--- config.mk ---
export PLATFORM = sky130hd
export DESIGN_NAME = apb_mem_master
export DESIGN_NICKNAME = d
export VERILOG_FILES = /design/src/rtl/apb_mem_pkg.sv /design/src/rtl/apb_load_ext.sv /design/src/rtl/apb_mem_master.sv
export SDC_FILE = /design/constraint.sdc
export NUM_CORES = 1
export LEC_CHECK = 0
export BUFFER_PORTS_ARGS = -buffer_cell sky130_fd_sc_hd__buf_2
export CAP_MARGIN = 20
export CORE_MARGIN = 2
export CORE_UTILIZATION = 49
export CTS_CLUSTER_SIZE = 25
export DETAILED_ROUTE_END_ITERATION = 16
export PLACE_DENSITY = 0.76
export SKIP_LAST_GASP = 1
export SYNTH_ARGS = -nofsm -noshare
export SYNTH_HDL_FRONTEND = slang
export SYNTH_SLANG_ARGS = --single-unit
--- constraint.sdc ---
create_clock -name pclk -period 5.6 [get_ports pclk]
set_input_delay 0.56 -clock pclk [delete_from_list [all_inputs] [get_ports pclk]]
set_output_delay 0.56 -clock pclk [all_outputs]
set_load 0.02 [all_outputs]
--- src/rtl/apb_mem_pkg.sv ---
// Shared types and constants for the APB memory master: access-size
// encodings, the bridge state machine states and the byte-strobe patterns.
package apb_mem_pkg;

  typedef enum logic [1:0] {
    SZ_BYTE = 2'b00,
    SZ_HALF = 2'b01,
    SZ_WORD = 2'b10,
    SZ_ILL  = 2'b11
  } size_e;

  typedef enum logic [1:0] {
    IDLE   = 2'b00,
    SETUP  = 2'b01,
    ACCESS = 2'b10,
    RESP   = 2'b11
  } state_e;

  // Strobes are LSB-aligned; the slave handles the address offset itself.
  localparam logic [3:0] STB_BYTE = 4'b0001;
  localparam logic [3:0] STB_HALF = 4'b0011;
  localparam logic [3:0] STB_WORD = 4'b1111;

  // Strobe pattern for a legal access size; illegal size never reaches the bus.
  function automatic logic [3:0] size_to_stb(input logic [1:0] sz);
    logic [3:0] stb;
    case (sz)
      SZ_BYTE: stb = STB_BYTE;
      SZ_HALF: stb = STB_HALF;
      SZ_WORD: stb = STB_WORD;
      default: stb = 4'b0000;
    endcase
    return stb;
  endfunction

endpackage

--- src/rtl/apb_load_ext.sv ---
// Load-data extension: picks the byte/half/word from LSB-aligned read data
// and sign- or zero-extends it to 32 bits.
module apb_load_ext
  import apb_mem_pkg::*;
(
  input  logic [1:0]  size,
  input  logic        is_unsigned,
  input  logic [31:0] raw,
  output logic [31:0] ext
);

  logic fill_b;
  logic fill_h;

  // Fill bit is the top bit of the accessed field, forced to 0 for unsigned.
  assign fill_b = ~is_unsigned & raw[7];
  assign fill_h = ~is_unsigned & raw[15];

  // Select the field width and replicate the fill bit above it.
  always_comb begin
    ext = raw;
    case (size)
      SZ_BYTE: ext = {{24{fill_b}}, raw[7:0]};
      SZ_HALF: ext = {{16{fill_h}}, raw[15:0]};
      default: ext = raw;
    endcase
  end

endmodule

--- src/rtl/apb_mem_master.sv ---
// APB memory master: turns one CPU load/store request into one APB transfer
// (SETUP then ACCESS until pready), extends load data and returns a single
// registered response pulse. Slave errors, wait-state timeout and illegal
// sizes all come back as rsp_err with zero data.
module apb_mem_master
  import apb_mem_pkg::*;
#(
  parameter int ADDR_WIDTH = 32,
  parameter int DATA_WIDTH = 32,
  parameter int TIMEOUT    = 255
) (
  input  logic                  pclk,
  input  logic                  prst,
  // CPU side
  input  logic                  req_valid,
  output logic                  req_ready,
  input  logic [ADDR_WIDTH-1:0] req_addr,
  input  logic [DATA_WIDTH-1:0] req_wdata,
  input  logic                  req_write,
  input  logic [1:0]            req_size,
  input  logic                  req_unsigned,
  output logic                  rsp_valid,
  output logic [DATA_WIDTH-1:0] rsp_rdata,
  output logic                  rsp_err,
  // APB side
  output logic [ADDR_WIDTH-1:0] paddr,
  output logic [DATA_WIDTH-1:0] pdata,
  input  logic [DATA_WIDTH-1:0] prdata,
  output logic                  psel,
  output logic                  penable,
  output logic                  pwrite,
  output logic [3:0]            pstb,
  input  logic                  pready,
  input  logic                  perr
);

  // Last ACCESS cycle allowed before the transfer is abandoned.
  localparam logic [7:0] TO_LAST = 8'(TIMEOUT - 1);

  state_e                state_q, state_d;
  logic [1:0]            size_q;
  logic                  uns_q;
  logic [DATA_WIDTH-1:0] rd_q;
  logic                  err_q;
  logic [7:0]            cnt_q;
  logic [DATA_WIDTH-1:0] ext_data;

  // One-cycle control strobes from the FSM to the datapath.
  logic accept;    // legal request taken in IDLE
  logic reject;    // illegal size taken in IDLE
  logic done_ok;   // pready seen in ACCESS
  logic done_err;  // perr alone or timeout in ACCESS

  apb_load_ext u_ext (
    .size        (size_q),
    .is_unsigned (uns_q),
    .raw         (rd_q),
    .ext         (ext_data)
  );

  // State register; reset drops psel/penable at once since they decode state.
  always_ff @(posedge pclk or posedge prst) begin
    if (prst) state_q <= IDLE;
    else      state_q <= state_d;
  end

  // Next state and bus handshake decode.
  always_comb begin
    state_d   = state_q;
    req_ready = 1'b0;
    psel      = 1'b0;
    penable   = 1'b0;
    accept    = 1'b0;
    reject    = 1'b0;
    done_ok   = 1'b0;
    done_err  = 1'b0;
    unique case (state_q)
      IDLE: begin
        req_ready = 1'b1;
        if (req_valid) begin
          if (req_size == SZ_ILL) begin
            reject  = 1'b1;
            state_d = RESP;
          end else begin
            accept  = 1'b1;
            state_d = SETUP;
          end
        end
      end
      SETUP: begin
        psel    = 1'b1;
        state_d = ACCESS;
      end
      ACCESS: begin
        psel    = 1'b1;
        penable = 1'b1;
        // pready wins over a lone perr, which wins over the timeout.
        if (pready) begin
          done_ok = 1'b1;
          state_d = RESP;
        end else if (perr || (cnt_q == TO_LAST)) begin
          done_err = 1'b1;
          state_d  = RESP;
        end
      end
      RESP: begin
        state_d = IDLE;
      end
      default: state_d = IDLE;
    endcase
  end

  // Request capture: APB address/data/direction/strobes stay put until the
  // next accepted request, so they are stable through SETUP and ACCESS.
  always_ff @(posedge pclk or posedge prst) begin
    if (prst) begin
      paddr  <= '0;
      pdata  <= '0;
      pwrite <= 1'b0;
      pstb   <= 4'b0000;
      size_q <= SZ_BYTE;
      uns_q  <= 1'b0;
    end else if (accept) begin
      paddr  <= req_addr;
      pdata  <= req_wdata;
      pwrite <= req_write;
      pstb   <= size_to_stb(req_size);
      size_q <= req_size;
      uns_q  <= req_unsigned;
    end
  end

  // Wait-state counter: counts ACCESS cycles, cleared once the response goes out.
  always_ff @(posedge pclk or posedge prst) begin
    if (prst)                    cnt_q <= 8'd0;
    else if (state_q == ACCESS)  cnt_q <= cnt_q + 8'd1;
    else if (state_q == RESP)    cnt_q <= 8'd0;
  end

  // Completion status: raw read data and the error flag for the response.
  always_ff @(posedge pclk or posedge prst) begin
    if (prst) begin
      rd_q  <= '0;
      err_q <= 1'b0;
    end else if (accept) begin
      err_q <= 1'b0;
    end else if (reject || done_err) begin
      err_q <= 1'b1;
    end else if (done_ok) begin
      rd_q  <= prdata;
      err_q <= perr;
    end
  end

  // Response register: one pulse in the cycle after RESP; data is zero for
  // stores, errors, and whenever no response is being signalled.
  always_ff @(posedge pclk or posedge prst) begin
    if (prst) begin
      rsp_valid <= 1'b0;
      rsp_err   <= 1'b0;
      rsp_rdata <= '0;
    end else if (state_q == RESP) begin
      rsp_valid <= 1'b1;
      rsp_err   <= err_q;
      rsp_rdata <= (err_q || pwrite) ? '0 : ext_data;
    end else begin
      rsp_valid <= 1'b0;
      rsp_err   <= 1'b0;
      rsp_rdata <= '0;
    end
  end

endmodule

==> impl_metrics.ini, run 1 <==
[drt]
avgRoutedWirePerCell_um = 14.31
drt_pre_antenna_iters = 4
vias_per_cell = 4.982
first_drt_iteration_drcs = 334
drtAntennaViolNets = 0
routed-via-count = 4583
postRouteWirelength_um = 13160
drc = 0

[timing]
grt_setup_unrepaired = no
setup_viol = 0
hold_violations = 0
timing.clock.skew_ns = 0.005392
layout_setup_ws_ns = 3.349
slew_headroom_pct = 44.03
final-max-slew-violation-count = 0
final.period_utilization_pct = 40.20
max_freq_mhz = 444.3
fin_tns_setup_ns = 0
worstMarginPinSlew_ns = 0.8395
finalCriticalPeriod_ns = 2.251

[die]
fp-row-count = 39
fp.coreArea_um2 = 11420
io_pins = 211
start_util_pct = 50.23
dieHeight_um = 112.2
die_x_um = 112.2
die_area_um2 = 12590

[power]
vdd.ir_drop.worst_mv = 0.3809
powerDensity_nw_per_um2 = 588.4
fin_total_pwr_mw = 4.404
power.leakage_nw = 4.197

[worst_hold_path]
holdCritPathClass = input pin to asynchronous set/reset pin

[critical_path]
worst_path_max_delay_cell = sky130_fd_sc_hd__ha_1
endpoint_kind = primary output
critical-path-max-stage-delay_ns = 0.52
crit_buf_inv = 2
timing.critical_path.required_ns = 5.04
cell_chain_of_the_critical_path = inv_1, ha_1, buf_2
criticalPathCategory = register to primary output
path_delay_family = adder cells
cp-start-kind = register
critical_path.max_fanout = 17
timing.critical_path.arrival_ns = 1.69
ff2ff_setup_slack_ns = 3.37

[synthesis]
synth_area_per_cell_um2 = 10.21
synth.yosys.warnings = 0
synth.ff_latch_count = 148
post_synth_num_cell_types = 35
synth-seq-area-share_pct = 64.57
postSynthNetCount = 675
synthesis.area_um2 = 5736
cell_count_after_synthesis = 562

[finish]
final_cell_mix = 228 x sky130_fd_sc_hd__nand2_1, 210 x sky130_fd_sc_hd__buf_2, 148 x sky130_fd_sc_hd__dfrtp_1, 26 x sky130_fd_sc_hd__a21oi_1, 25 x sky130_fd_sc_hd__o21ai_0
sequential_cell_area_in_the_final_layout_um2 = 3704
areaGrowthSynthToFinish_pct = 30.48
fillerInstances = 941
multi_input_area_um2 = 1792
mostFrequentLayoutCell = sky130_fd_sc_hd__nand2_1
nets = 878
num_antenna_cells = 0
fraction_of_layout_cells_with_a_size_suffix_above_1_pct = 34.36
finished_cell_area_um2 = 7483

[placed_design]
io_buffers = 210
worst_setup_slack_post_dpl_ns = 3.367
placedInstanceArea_um2 = 6835
globalplace.congestion = 0.7902
dp_hpwl_um = 8988

[job]
max_cap_check_violation_count = 0

[grt]
grt_usage_pct = 21.95
first_global_vias = 4551
largest_net_degree_at_the_start_of_global_routing = 89
gr-usage-met3_pct = 7.991
met1_track_usage_gr_pct = 28.38
grt_overflow = 0
grt_antenna_before_repair = 0
grt_pass1_wl_um = 21960
globalRouteMet2Util_pct = 34.86
gr_peak_layer = met2

[clock_tree]
cts_tree = built
cts.htree.levels = 4
insertion_delay_ns = 0.41
cts.sinks = 148
postCtsHoldBufs = 0
total_cts_buffers = 17
clk_pin_slew_ns = 0.06
cts_max_path_buffers = 2
clk_root_buffer_cell = sky130_fd_sc_hd__clkbuf_16
cts.repair.resized = 0
post-cts-setup-buffer-count = 0

[run_status]
run_status = completed
-- per-layer routing --
metal / routed length [µm] / share of wire (%)
met1: 5523 / 42
met2: 6261 / 48
met3: 1197 / 9.1
met4: 180 / 1.4
met5: 0 / 0
-- registers in the layout (all words and copies together), names as in the netlist --
register	cells
cnt_q	8
uns_q	1
err_q	1
paddr	32
rsp_rdata	32
size_q	2
rsp_err	1
rd_q	32
state_q	2
pstb	3
rsp_valid	1
pwrite	1
pdata	32
-- power breakdown --
group,switching [mW],internal (mW)
clock,0.414,0.823
sequential,0.244,1.48
combinational,0.935,0.508
-- worst reg2reg max path, delay by kind of cell, from the launching register on --
family	cells	cell delay, ns
buffers and inverters	2	0.59
adder cells (fa/ha/maj)	1	0.23
flip-flops	1	0.43
AND/OR/NAND/NOR	4	0.93
-- area by class of cell --
class / count / area share (%)
multi-input combinational: 363 / 23.94
clock buffer: 22 / 6.337
tap: 143 / 2.391
sequential: 148 / 49.49
inverter: 22 / 1.170
clock inverter: 9 / 2.324
timing repair buffer: 213 / 14.35
-- synthesized netlist by cell type, drive strengths merged --
| library cell | instances | area [µm²] |
|---|---|---|
| mux2 | 17 | 191.4 |
| nor2 | 10 | 47.55 |
| nor3b | 1 | 7.510 |
| inv | 22 | 82.58 |
| xnor2 | 1 | 8.760 |
| clkbuf | 8 | 30.03 |
| o21bai | 1 | 11.26 |
| o31ai | 2 | 15.01 |
| o2bb2ai | 1 | 8.760 |
| a211oi | 1 | 7.510 |
| dfrtp | 148 | 3704 |
| nand4 | 3 | 18.77 |
| nand2b | 4 | 25.02 |
| o22ai | 1 | 6.260 |
| o21ai | 32 | 160.2 |
| and3 | 10 | 67.56 |
| ha | 8 | 100.1 |
| mux2i | 4 | 40.04 |
| a21oi | 26 | 130.1 |
| and2 | 1 | 6.260 |
| o211ai | 2 | 15.01 |
| a31oi | 1 | 6.260 |
| or2 | 1 | 6.260 |
| nand3 | 5 | 25.02 |
| nand2 | 229 | 862.1 |
| nor2b | 1 | 6.260 |
| or4b | 1 | 13.76 |
| buf | 21 | 132.6 |
-- worst paths after layout --
check / from / cells after the start / end
worst max register to register: state_q[1] / 7 / pdata[16]
worst max-delay path: state_q[0] / 3 / penable
worst min-delay path: prst / 2 / rd_q[17]
max in group asynchronous: prst / 3 / rsp_rdata[1]
worst min register to register: pdata[24] / 2 / pdata[24]
min in group pclk: req_wdata[18] / 3 / pdata[18]
-- cells by family (layout without fill, tap and decap cells) --
logic type                 count (synthesis)  count (layout)  share of synthesized area [%]
and+or+nand+nor                          266             266                          18.94
DFF                                      148             148                          64.57
AOI/OAI and AO/OA                         67              67                          6.283
buffers and inverters                     51             266                          4.276
muxes                                     21              21                          4.036
adders and majority gates                  8               8                          1.745
xor gates and xnor gates                   1               1                         0.1527
-- stage by stage --
stage                     utilization, %  std cells  hold WS (ns)
after global placement             59.86        889        0.4526
after CTS                          65.54        920        0.3162
after floorplan                        -        562        0.4507
final                              65.54        920        0.3032
after detailed placement           59.86        889        0.4567
after global routing               65.54        920        0.3217
(Power assumes the default switching activity.)
==> inputs of run 2 (changes only) <==
--- a/config.mk
+++ b/config.mk
@@ -5,13 +5,14 @@
 export SDC_FILE = /design/constraint.sdc
 export NUM_CORES = 1
 export LEC_CHECK = 0
+export ABC_AREA = 1
 export BUFFER_PORTS_ARGS = -buffer_cell sky130_fd_sc_hd__buf_2
 export CAP_MARGIN = 20
 export CORE_MARGIN = 2
-export CORE_UTILIZATION = 49
+export CORE_UTILIZATION = 50
 export CTS_CLUSTER_SIZE = 25
 export DETAILED_ROUTE_END_ITERATION = 16
-export PLACE_DENSITY = 0.76
+export PLACE_DENSITY = 0.77
 export SKIP_LAST_GASP = 1
 export SYNTH_ARGS = -nofsm -noshare
 export SYNTH_HDL_FRONTEND = slang
==> constraint.sdc (replaced) <==
create_clock -name pclk -period 2.3 [get_ports pclk]
set_input_delay 0.23 -clock pclk [delete_from_list [all_inputs] [get_ports pclk]]
set_output_delay 0.23 -clock pclk [all_outputs]
set_load 0.02 [all_outputs]
==> run 2 against run 1 <==
  * Core utilization up 1.6 points
  * Sequential power up 140%
  * Critical path depth up 4
  * Total power up 140%
  * Flip-flop and latch count unchanged
  * Largest cell class unchanged
  * Largest power group unchanged
  * Sequential share of layout area down 1.4 points
  * Worst hold slack worse by 0.26 ns
  * Synthesized cell count up 8.5%
  * Clock power up 150%
==> impl_metrics.ini, run 2 <==
[die]
die_area_um2 = 12680
start_util_pct = 51.45
dieHeight_um = 112.6
fp-row-count = 39
fp.coreArea_um2 = 11470
io_pins = 211
die_x_um = 112.6

[synthesis]
synthTopCellsByArea = sky130_fd_sc_hd__dfrtp_1 63%, sky130_fd_sc_hd__inv_1 7.4%, sky130_fd_sc_hd__nand2_1 6.6%
postSynthNetCount = 723
yosys-top-cells-count = 148 x sky130_fd_sc_hd__dfrtp_1, 116 x sky130_fd_sc_hd__inv_1, 103 x sky130_fd_sc_hd__nand2_1
share_of_flip_flops_with_an_asynchronous_set_or_reset_after_synthesis_pct = 100.0
synth-main-ff-cell = sky130_fd_sc_hd__dfrtp_1
cell_count_after_synthesis = 610
synth.yosys.warnings = 0
most_common_cell_in_the_netlist = sky130_fd_sc_hd__dfrtp_1
synth-seq-area-share_pct = 62.78
post_synth_num_cell_types = 24
edff_count_synth = 0
synth_area_per_cell_um2 = 9.671
synthesis.area_um2 = 5899
synth_largest_type_area_fraction_pct = 62.78
synth_largest_area_cell = sky130_fd_sc_hd__dfrtp_1
synth.ff_latch_count = 148

[timing]
worstMarginPinSlew_ns = 0.7466
setup_viol = 0
hold_violations = 0
final.period_utilization_pct = 83.60
slew_headroom_pct = 50.23
timing.clock.skew_ns = 0.005227
finalCriticalPeriod_ns = 1.923
final-max-slew-violation-count = 0
layout_setup_ws_ns = 0.3773
max_freq_mhz = 520.1
fin_worst_hold_slack_ns = 0.04671
grt_setup_unrepaired = no
fin_tns_setup_ns = 0

[critical_path]
cp-startpoint = state_q[0]
cp-start-kind = register
ff2ff_setup_slack_ns = 0.38
timing.critical_path.to = paddr[2]
worst_r2r_endpoint = paddr[2]
reg2reg_depth = 7
endpoint_kind = register
timing.critical_path.required_ns = 2.63
criticalPathCategory = register to register
regToRegStartpoint = state_q[0]
critical_path.max_fanout = 53
timing.critical_path.arrival_ns = 2.26

[clock_tree]
clk_pin_slew_ns = 0.06
insertion_delay_ns = 0.41
post-cts-setup-buffer-count = 0
clk_root_buffer_cell = sky130_fd_sc_hd__clkbuf_16
total_cts_buffers = 17
cts.htree.levels = 4
cts_max_path_buffers = 2
cts.sinks = 148
cts_tree = built

[drt]
first_drt_iteration_drcs = 425
postRouteWirelength_um = 13210
drtAntennaViolNets = 0
vias_per_cell = 4.831
drt_pre_antenna_iters = 7
drc = 0
routed-via-count = 4710
avgRoutedWirePerCell_um = 13.55

[grt]
grt_usage_pct = 21.58
largest_net_degree_at_the_start_of_global_routing = 92
grt_overflow = 0
first_global_vias = 4654
grt_antenna_before_repair = 0
grt_pass1_wl_um = 21540

[placed_design]
dp_hpwl_um = 9307
placedCellCount = 942
io_buffers = 210
worst_setup_slack_post_dpl_ns = 0.3970
globalplace.congestion = 0.8454

[power]
seqPwrFrac_pct = 38.4
power.leakage_nw = 4.501
powerDensity_nw_per_um2 = 1398
power.combinational.fraction_pct = 33.2
switching_share_pct = 36.09
intPower_mw = 6.884
p_sw_mw = 3.888
vdd.ir_drop.worst_mv = 0.9084
power.clock.fraction_pct = 28.3

[finish]
num_antenna_cells = 0
fraction_of_layout_cells_with_a_size_suffix_above_1_pct = 32.57
nets = 932
areaGrowthSynthToFinish_pct = 30.58
final_cell_mix = 210 x sky130_fd_sc_hd__buf_2, 148 x sky130_fd_sc_hd__dfrtp_1, 115 x sky130_fd_sc_hd__inv_1, 102 x sky130_fd_sc_hd__nand2_1, 68 x sky130_fd_sc_hd__o21ai_1
mostFrequentLayoutCell = sky130_fd_sc_hd__buf_2
fin_cells = 975

[worst_hold_path]
holdCritPathClass = input pin to register

[run_status]
run_status = completed

[job]
max_cap_check_violation_count = 0
[run 2: cell count changes after synthesis, moves of 5 or more]
cell / previous run / this run
sky130_fd_sc_hd__a21oi_1: 26 / 50
sky130_fd_sc_hd__and3_1: 9 / 0
sky130_fd_sc_hd__buf_4: 6 / 1
sky130_fd_sc_hd__buf_6: 2 / 8
sky130_fd_sc_hd__inv_1: 22 / 116
sky130_fd_sc_hd__mux2_2: 17 / 8
sky130_fd_sc_hd__nand2_1: 228 / 103
sky130_fd_sc_hd__nand2_2: 1 / 9
sky130_fd_sc_hd__nor2_1: 8 / 43
sky130_fd_sc_hd__o21ai_0: 25 / 10
sky130_fd_sc_hd__o21ai_1: 7 / 68
[run 2: cells by family (layout without fill, tap and decap cells)]
logic type,Yosys count,after routing,share of synthesized area (%)
fa+ha+maj,8,8,1.697
buf+inv,144,366,10.82
compound gates,132,132,11.37
flops,148,148,62.78
mux,8,8,1.527
simple gates,170,170,11.81
[run 2: metal layers]
| layer | track usage [%] | wire length, µm |
|---|---|---|
| met4 | 9.512 | 273 |
| met2 | 35.09 | 6678 |
| met5 | 0 | 0 |
| met3 | 6.695 | 954 |
| met1 | 26.70 | 5302 |
[run 2: power by group through the flow]
| stage | clock network [mW] | logic (mW) | registers, mW |
|---|---|---|---|
| floorplan | 0 | 1.70 | 4.86 |
| global placement | 0 | 3.47 | 4.14 |
| detailed placement | 0 | 3.61 | 4.17 |
| CTS | 3.10 | 3.62 | 4.14 |
| global route | 3.22 | 3.96 | 4.24 |
| finish | 3.05 | 3.58 | 4.14 |
[run 2: layout make-up]
class	instances	area (µm²)
Clock buffer	21	450.4
Clock inverter	11	205.2
Fill cell	898	3764
Inverter	116	439.2
Multi-Input combinational cell	318	1563
Sequential cell	148	3704
Tap cell	143	178.9
Timing Repair Buffer	218	1164
[run 2: worst min path at each step]
| stage | startpoint | to | slack, ns | cells past startpoint |
|---|---|---|---|---|
| 6_report | req_wdata[8] | pdata[8] | 0.05 | 3 |
| 4_1_cts | req_wdata[8] | pdata[8] | 0.03 | 3 |
| 2_1_floorplan | req_wdata[0] | pdata[0] | 0.36 | 2 |
| 3_5_place_dp | prst | rsp_rdata[29] | 0.42 | 3 |
| 5_1_grt | req_wdata[6] | pdata[6] | 0.04 | 3 |
| 3_3_place_gp | prst | rsp_rdata[29] | 0.41 | 3 |
[run 2: metrics by stage]
step,cell area [µm²],power [mW],utilization (%)
after global placement,7038,7.604,61.37
after floorplan,5903,6.567,-
after CTS,7704,10.86,67.18
final,7704,10.77,67.18
after detailed placement,7038,7.772,61.37
after global routing,7704,11.42,67.18
[run 2: critical path, stage by stage (launching register included)]
cell and delay, ns:
sky130_fd_sc_hd__dfrtp_1 0.38, sky130_fd_sc_hd__inv_1 0.09, sky130_fd_sc_hd__ha_1 0.25, sky130_fd_sc_hd__nand2_1 0.13
sky130_fd_sc_hd__or2_4 0.50, sky130_fd_sc_hd__buf_12 0.30, sky130_fd_sc_hd__nand2_1 0.09, sky130_fd_sc_hd__o21ai_1 0.09
[run 2: repair_timing]
item | 4_1_cts | 5_1_grt
resized for setup | 0 | 0
hold endpoints to repair | 91 | 0
hold buffers | 1 | 0
